File: config.mk
export PLATFORM = sky130hd
export DESIGN_NAME = mult_accum_ctrl_flat
export DESIGN_NICKNAME = d
export VERILOG_FILES = /design/src/rtl/mult_pkg.sv /design/src/rtl/mult_accum_ctrl_if.sv /design/src/rtl/mult_cycle_cnt.sv /design/src/rtl/mult_accum_ctrl.sv /design/src/flat_wrapper.sv
export SDC_FILE = /design/constraint.sdc
export NUM_CORES = 1
export LEC_CHECK = 0
export BUFFER_PORTS_ARGS = -buffer_cell sky130_fd_sc_hd__clkbuf_2
export CAP_MARGIN = 20
export CORE_MARGIN = 2
export CORE_UTILIZATION = 25
export DETAILED_ROUTE_END_ITERATION = 6
export GPL_TIMING_DRIVEN = 0
export PLACE_DENSITY = 0.49
export SETUP_SLACK_MARGIN = 0.3
export SLEW_MARGIN = 25
export SYNTH_ARGS = -nofsm -noshare
export SYNTH_HDL_FRONTEND = slang
export SYNTH_HIERARCHICAL = 1
export SYNTH_SLANG_ARGS = --single-unit
File: constraint.sdc
create_clock -name clk -period 3.1 [get_ports clk]
set_input_delay 0.155 -clock clk [delete_from_list [all_inputs] [get_ports clk]]
set_output_delay 0.155 -clock clk [all_outputs]
set_load 0.01 [all_outputs]
File: src/rtl/mult_pkg.sv
// Shared types and codes for the 8x8 nibble-serial multiply-accumulate controller.
// The error-detect option is enabled elsewhere by defining MULT_ACCUM_ERR_EN.
package mult_pkg;

   typedef enum logic [1:0] {
      IDLE = 2'd0,
      CALC = 2'd1,
      DONE = 2'd2
   } state_t;

   localparam logic [1:0] SHIFT_0 = 2'b00;
   localparam logic [1:0] SHIFT_4 = 2'b01;
   localparam logic [1:0] SHIFT_8 = 2'b10;

   // sel bit1 picks the A nibble, bit0 picks the B nibble (0 = low nibble)
   localparam logic [1:0] SEL_ALO_BLO = 2'b00;
   localparam logic [1:0] SEL_ALO_BHI = 2'b01;
   localparam logic [1:0] SEL_AHI_BLO = 2'b10;
   localparam logic [1:0] SEL_AHI_BHI = 2'b11;

   function automatic logic [1:0] selForCnt(input logic [1:0] cnt);
      logic [1:0] code;
      code = SEL_ALO_BLO;
      case (cnt)
         2'd1:    code = SEL_ALO_BHI;
         2'd2:    code = SEL_AHI_BLO;
         2'd3:    code = SEL_AHI_BHI;
         default: code = SEL_ALO_BLO;
      endcase
      return code;
   endfunction

   // Partial-product weight is the sum of the chosen nibble weights
   function automatic logic [1:0] shiftForCnt(input logic [1:0] cnt);
      logic [1:0] code;
      code = SHIFT_0;
      case (cnt)
         2'd1, 2'd2: code = SHIFT_4;
         2'd3:       code = SHIFT_8;
         default:    code = SHIFT_0;
      endcase
      return code;
   endfunction

endpackage

File: src/rtl/mult_accum_ctrl_if.sv
// Bus between the multiply-accumulate controller and its shifter/consumer side.
// The controller uses the slave modport; the environment drives the master side.
interface mult_accum_ctrl_if #(parameter int ACC_W = 16);

   logic             start;
   logic [ACC_W-1:0] shift_out;
   logic [1:0]       sel;
   logic [1:0]       shift_cntrl;
   logic [ACC_W-1:0] product;
   logic             done_flag;
   logic             busy;
   logic             err;

   modport master (
      output start, shift_out,
      input  sel, shift_cntrl, product, done_flag, busy, err
   );

   modport slave (
      input  start, shift_out,
      output sel, shift_cntrl, product, done_flag, busy, err
   );

endinterface

File: src/rtl/mult_cycle_cnt.sv
// Two-bit step counter for the multiply sequence; clear has priority over enable.
module mult_cycle_cnt (
   input  logic       clk,
   input  logic       reset_a,
   input  logic       i_clear,
   input  logic       i_enable,
   output logic [1:0] o_cnt
);

   logic [1:0] r_cnt;

   always_ff @(posedge clk or negedge reset_a) begin
      if (!reset_a) begin
         r_cnt <= 2'd0;
      end else if (i_clear) begin
         r_cnt <= 2'd0;
      end else if (i_enable) begin
         r_cnt <= r_cnt + 2'd1;
      end
   end

   assign o_cnt = r_cnt;

endmodule

File: src/rtl/mult_accum_ctrl.sv
// Sequences four nibble partial products through the shifter and accumulates them.
// Define MULT_ACCUM_ERR_EN to flag start requests that arrive while a multiply runs.
module mult_accum_ctrl
   import mult_pkg::*;
#(
   parameter int ACC_W = 16
) (
   input  logic             clk,
   input  logic             reset_a,
   mult_accum_ctrl_if.slave bus
);

   state_t           r_state;
   state_t           w_nextState;
   logic [1:0]       w_cnt;
   logic             w_cntClear;
   logic             w_cntEnable;
   logic [ACC_W-1:0] r_product;
   logic [ACC_W-1:0] w_nextProduct;
   logic             r_done;
   logic             w_nextDone;
   logic             r_busy;
   logic             w_nextBusy;
   logic [1:0]       w_sel;
   logic [1:0]       w_shift;

   mult_cycle_cnt u_cnt (
      .clk      (clk),
      .reset_a  (reset_a),
      .i_clear  (w_cntClear),
      .i_enable (w_cntEnable),
      .o_cnt    (w_cnt)
   );

   always_ff @(posedge clk or negedge reset_a) begin
      if (!reset_a) begin
         r_state   <= IDLE;
         r_product <= '0;
         r_done    <= 1'b0;
         r_busy    <= 1'b0;
      end else begin
         r_state   <= w_nextState;
         r_product <= w_nextProduct;
         r_done    <= w_nextDone;
         r_busy    <= w_nextBusy;
      end
   end

   // Counter is held at zero outside CALC, so every run begins at step 0
   always_comb begin
      w_nextState   = r_state;
      w_nextProduct = r_product;
      w_nextDone    = r_done;
      w_nextBusy    = r_busy;
      w_cntClear    = 1'b1;
      w_cntEnable   = 1'b0;
      w_sel         = SEL_ALO_BLO;
      w_shift       = SHIFT_0;
      case (r_state)
         IDLE, DONE: begin
            if (bus.start) begin
               w_nextState = CALC;
               w_nextDone  = 1'b0;
               w_nextBusy  = 1'b1;
            end
         end
         CALC: begin
            w_cntClear  = 1'b0;
            w_cntEnable = 1'b1;
            w_sel       = selForCnt(w_cnt);
            w_shift     = shiftForCnt(w_cnt);
            if (w_cnt == 2'd0) begin
               w_nextProduct = bus.shift_out;
            end else begin
               w_nextProduct = r_product + bus.shift_out;
            end
            if (w_cnt == 2'd3) begin
               w_nextState = DONE;
               w_nextDone  = 1'b1;
               w_nextBusy  = 1'b0;
            end
         end
         default: begin
            w_nextState = IDLE;
            w_nextBusy  = 1'b0;
            w_nextDone  = 1'b0;
         end
      endcase
   end

   assign bus.sel         = w_sel;
   assign bus.shift_cntrl = w_shift;
   assign bus.product     = r_product;
   assign bus.done_flag   = r_done;
   assign bus.busy        = r_busy;

`ifdef MULT_ACCUM_ERR_EN
   logic r_err;

   always_ff @(posedge clk or negedge reset_a) begin
      if (!reset_a) begin
         r_err <= 1'b0;
      end else if ((r_state == CALC) && bus.start) begin
         r_err <= 1'b1;
      end
   end

   assign bus.err = r_err;
`else
   assign bus.err = 1'b0;
`endif

endmodule

File: src/flat_wrapper.sv
// flat-port wrapper written by rule: the top's interface ports become plain ports
module mult_accum_ctrl_flat import mult_pkg::*;
#(
   parameter int ACC_W = 16
)
  (clk, reset_a, bus_start, bus_shift_out, bus_sel, bus_shift_cntrl, bus_product, bus_done_flag, bus_busy, bus_err);
  mult_accum_ctrl_if #(.ACC_W(ACC_W)) bus_i ();
  input  logic clk;
  input  logic reset_a;
  input wire logic [$bits(bus_i.start)-1:0] bus_start;
  input wire logic [$bits(bus_i.shift_out)-1:0] bus_shift_out;
  output wire logic [$bits(bus_i.sel)-1:0] bus_sel;
  output wire logic [$bits(bus_i.shift_cntrl)-1:0] bus_shift_cntrl;
  output wire logic [$bits(bus_i.product)-1:0] bus_product;
  output wire logic [$bits(bus_i.done_flag)-1:0] bus_done_flag;
  output wire logic [$bits(bus_i.busy)-1:0] bus_busy;
  output wire logic [$bits(bus_i.err)-1:0] bus_err;
  assign bus_i.start = bus_start;
  assign bus_i.shift_out = bus_shift_out;
  assign bus_sel = bus_i.sel;
  assign bus_shift_cntrl = bus_i.shift_cntrl;
  assign bus_product = bus_i.product;
  assign bus_done_flag = bus_i.done_flag;
  assign bus_busy = bus_i.busy;
  assign bus_err = bus_i.err;
  mult_accum_ctrl #(.ACC_W(ACC_W)) u_core (.clk(clk), .reset_a(reset_a), .bus(bus_i));
endmodule
==> flow_summary.yaml <==
pwr:
  internal_power_w: 0.001313
  clkPwrFrac: 0.077
  pwr-share-comb: 0.710
  p_sw_frac: 0.4929
  switchingPower_w: 0.001276
  vdd_drop_max_mv: 0.4779
  powerDensity_nw_per_um2: 1138
  seqPwrFrac: 0.212
  leakage_nw: 1.112
synth:
  syn-num-nets: 257
  mappedNetlistArea_um2: 1892
  ys_types: 47
  ys_ff_latch: 21
  muxShareOfSynthArea: 0.04299
  synth_compound_area_frac: 0.2149
  syn_inst: 217
  synth_top_family_by_area: "simple AND/OR/NAND/NOR gates"
  async_reset_ff_frac: 1.000
  yosysSeqAreaShare: 0.2778
  synth_edf_count: 0
  synth_xor_area_frac: 0.03704
  yosys_warnings: 6
  synthAdderAreaFrac: 0.1429
  synthSimpleGateAreaFrac: 0.2222
  synth_flop_cell: "dfrtp_1"
  syn_area_per_cell_um2: 8.718
detailed_routing:
  firstDrtPassIters: 4
  post-route-drc-count: 0
  wl_per_cell_um: 14.06
  ant_nets: 0
  drt_wl_total_um: 5074
  initialDrtViolationCount: 71
  vias: 1733
  via_per_inst: 4.801
sta:
  slew-limit-headroom: 0.6168
  clock_skew_ns: 0.003868
  max_freq_ghz: 0.3895
  fin_setup_tns_ns: 0
  final-hold-violation-count: 0
  fin_ws_ns: 0.5325
  period_share: 0.8282
  rsz0062_at_grt: "false"
  slew_viol_final: 0
  worst_pin_slew_ns: 0.5748
  setup_violations: 0
  period_minus_slack_ns: 2.567
layout:
  utilization: 0.3119
  final_nets: 303
  fillers: 828
  multi_input_area_um2: 1252
  mostFrequentLayoutCells: "clkbuf_2, nor2_1, dfrtp_1"
  register_area_um2: 525.5
  area_growth_syn_to_layout_pct: 20.24
  diodes: 0
  drive_above_1_share: 0.2252
  layout_commonest_cell: "clkbuf_2"
floorplanning:
  rows: 31
  dieArea_um2: 8279
  core-area_um2: 7292
  die-height_um: 90.99
  start_util: 0.2594
  fp.dieW_um: 90.99
  top_level_ports: 42
global_route:
  grt_first_pass_wirelength_um: 8404
  antenna_found_initial: 0
  first_global_vias: 1652
  grt_overflow: 0
  grt_usage: 0.1264
  grt_max_degree: 22
clock_tree:
  clockBufferDepth: 2
  cts_max_level: 1
  clkLatencyLatePin_ns: 0.27
  post_cts_buffers: 0
  clock_sinks: 21
  path_clk_slew_ns: 0.09
  cts_buffers: 3
  tritoncts: "yes"
  cts-root-buf: "clkbuf_8"
  cts-resized-gates: 0
  cts.hold.buffers_added: 1
worst_setup_path:
  cp_slowest_cell: "dfrtp_1"
  crit_top_cell: "a221oi_2"
  max_stage_delay_ns: 0.41
  crit_path_start_kind: "flop"
  critPathKind: "flop to flop"
  crit_fanout: 4
  crit_chain: "ha_1 > fa_1 > a21o_1 > a221oi_2 > o21ai_2 > a221oi_2 > mux2i_1 > nand3_1"
  worst_ep_arrival_time_ns: 2.73
  cp.required_ns: 3.26
  crit_path_end_kind: "flop"
place:
  placement.io_buffers: 40
  dp_hpwl_um: 3854
  dp_slack_ns: 0.5569
  place_congestion: 0.8745
min_path:
  hold_path_class: "input pin to flop"
run_status:
  status: "finished, final reports clean"
flow_run:
  cap_violations: 0
==> synth_stat cells, types with 5 or more instances <==
master	n	share of area
o21ai_0	13	0.034
ha_1	20	0.13
nor2_1	24	0.048
nand3_1	9	0.024
and3_1	5	0.017
dfrtp_1	21	0.28
mux2i_1	7	0.037
nand2_1	19	0.038
a21oi_1	19	0.050
nor3_1	6	0.016
a21o_1	9	0.036
xnor2_1	6	0.028
==> state kept, by name, indices dropped and copies added (netlist names) <==
register              flops
u_core/u_cnt/o_cnt        2
u_core/bus.busy           1
u_core/bus.done_flag      1
u_core/bus.product       16
u_core/r_state            1
==> metrics by stage <==
step | hold WS, ns | power [W] | cell area [um2] | cells
final | 0.1397 | 0.002590 | 2275 | 361
after floorplan | -0.1406 | 0.001898 | 1892 | 217
after global routing | 0.1489 | 0.002867 | 2275 | 361
after CTS | 0.1330 | 0.002609 | 2275 | 361
after detailed placement | 0.1871 | 0.002394 | 2216 | 356
after global placement | 0.1926 | 0.002383 | 2216 | 356
==> layer usage <==
layer  GRT usage  part of all wire
met5           0                 0
met4     0.03409             0.011
met2      0.2019              0.45
met1      0.1792              0.49
met3     0.01660             0.044
==> cell families (layout without fill, tap and decap cells) <==
logic type,after synthesis,after routing
fa+ha+maj,21,21
mux,8,8
other cells,1,1
xor+xnor,8,8
simple gates,83,83
compound gates,61,61
buf+inv,14,59
flops,21,21
==> final timing paths <==
kind | from | end | slack [ns] | cells past startpoint
min | bus_shift_out[14] | u_core/bus.product[14] | 0.14 | 3
min in group asynchronous | reset_a | u_core/bus.product[13] | 0.40 | 2
max | u_core/bus.product[0] | u_core/bus.product[12] | 0.53 | 8
min reg2reg | u_core/bus.busy | u_core/bus.busy | 0.51 | 2
max in group asynchronous | reset_a | u_core/bus.product[7] | 2.32 | 2
max reg2reg | u_core/bus.product[0] | u_core/bus.product[12] | 0.53 | 8
==> power by group through the flow <==
stage                     clock [W]  combinational [W]  sequential (W)
after floorplan                   0            0.00131        0.000587
final                      0.000200            0.00184        0.000550
after global routing       0.000226            0.00207        0.000575
after detailed placement          0            0.00183        0.000560
after CTS                  0.000211            0.00184        0.000554
after global placement            0            0.00183        0.000557
==> worst max-delay path: cells and delay by family (launching register included) <==
family / cells / cell delay (ns)
compound gates: 4 / 1.03
fa+ha+maj: 2 / 0.63
flops: 1 / 0.41
mux: 1 / 0.28
simple gates: 1 / 0.10
==> final cells by class <==
| class | count | share of cell area |
|---|---|---|
| well taps | 99 | 0.05446 |
| clock buffers | 3 | 0.01815 |
| plain buffers | 10 | 0.04345 |
| multi-input cells | 182 | 0.5506 |
| repair buffers | 41 | 0.09241 |
| flip-flops and latches | 21 | 0.2310 |
| clock inverters | 1 | 0.003300 |
| inverters | 4 | 0.006601 |
Power figures use the tool's default switching activity.
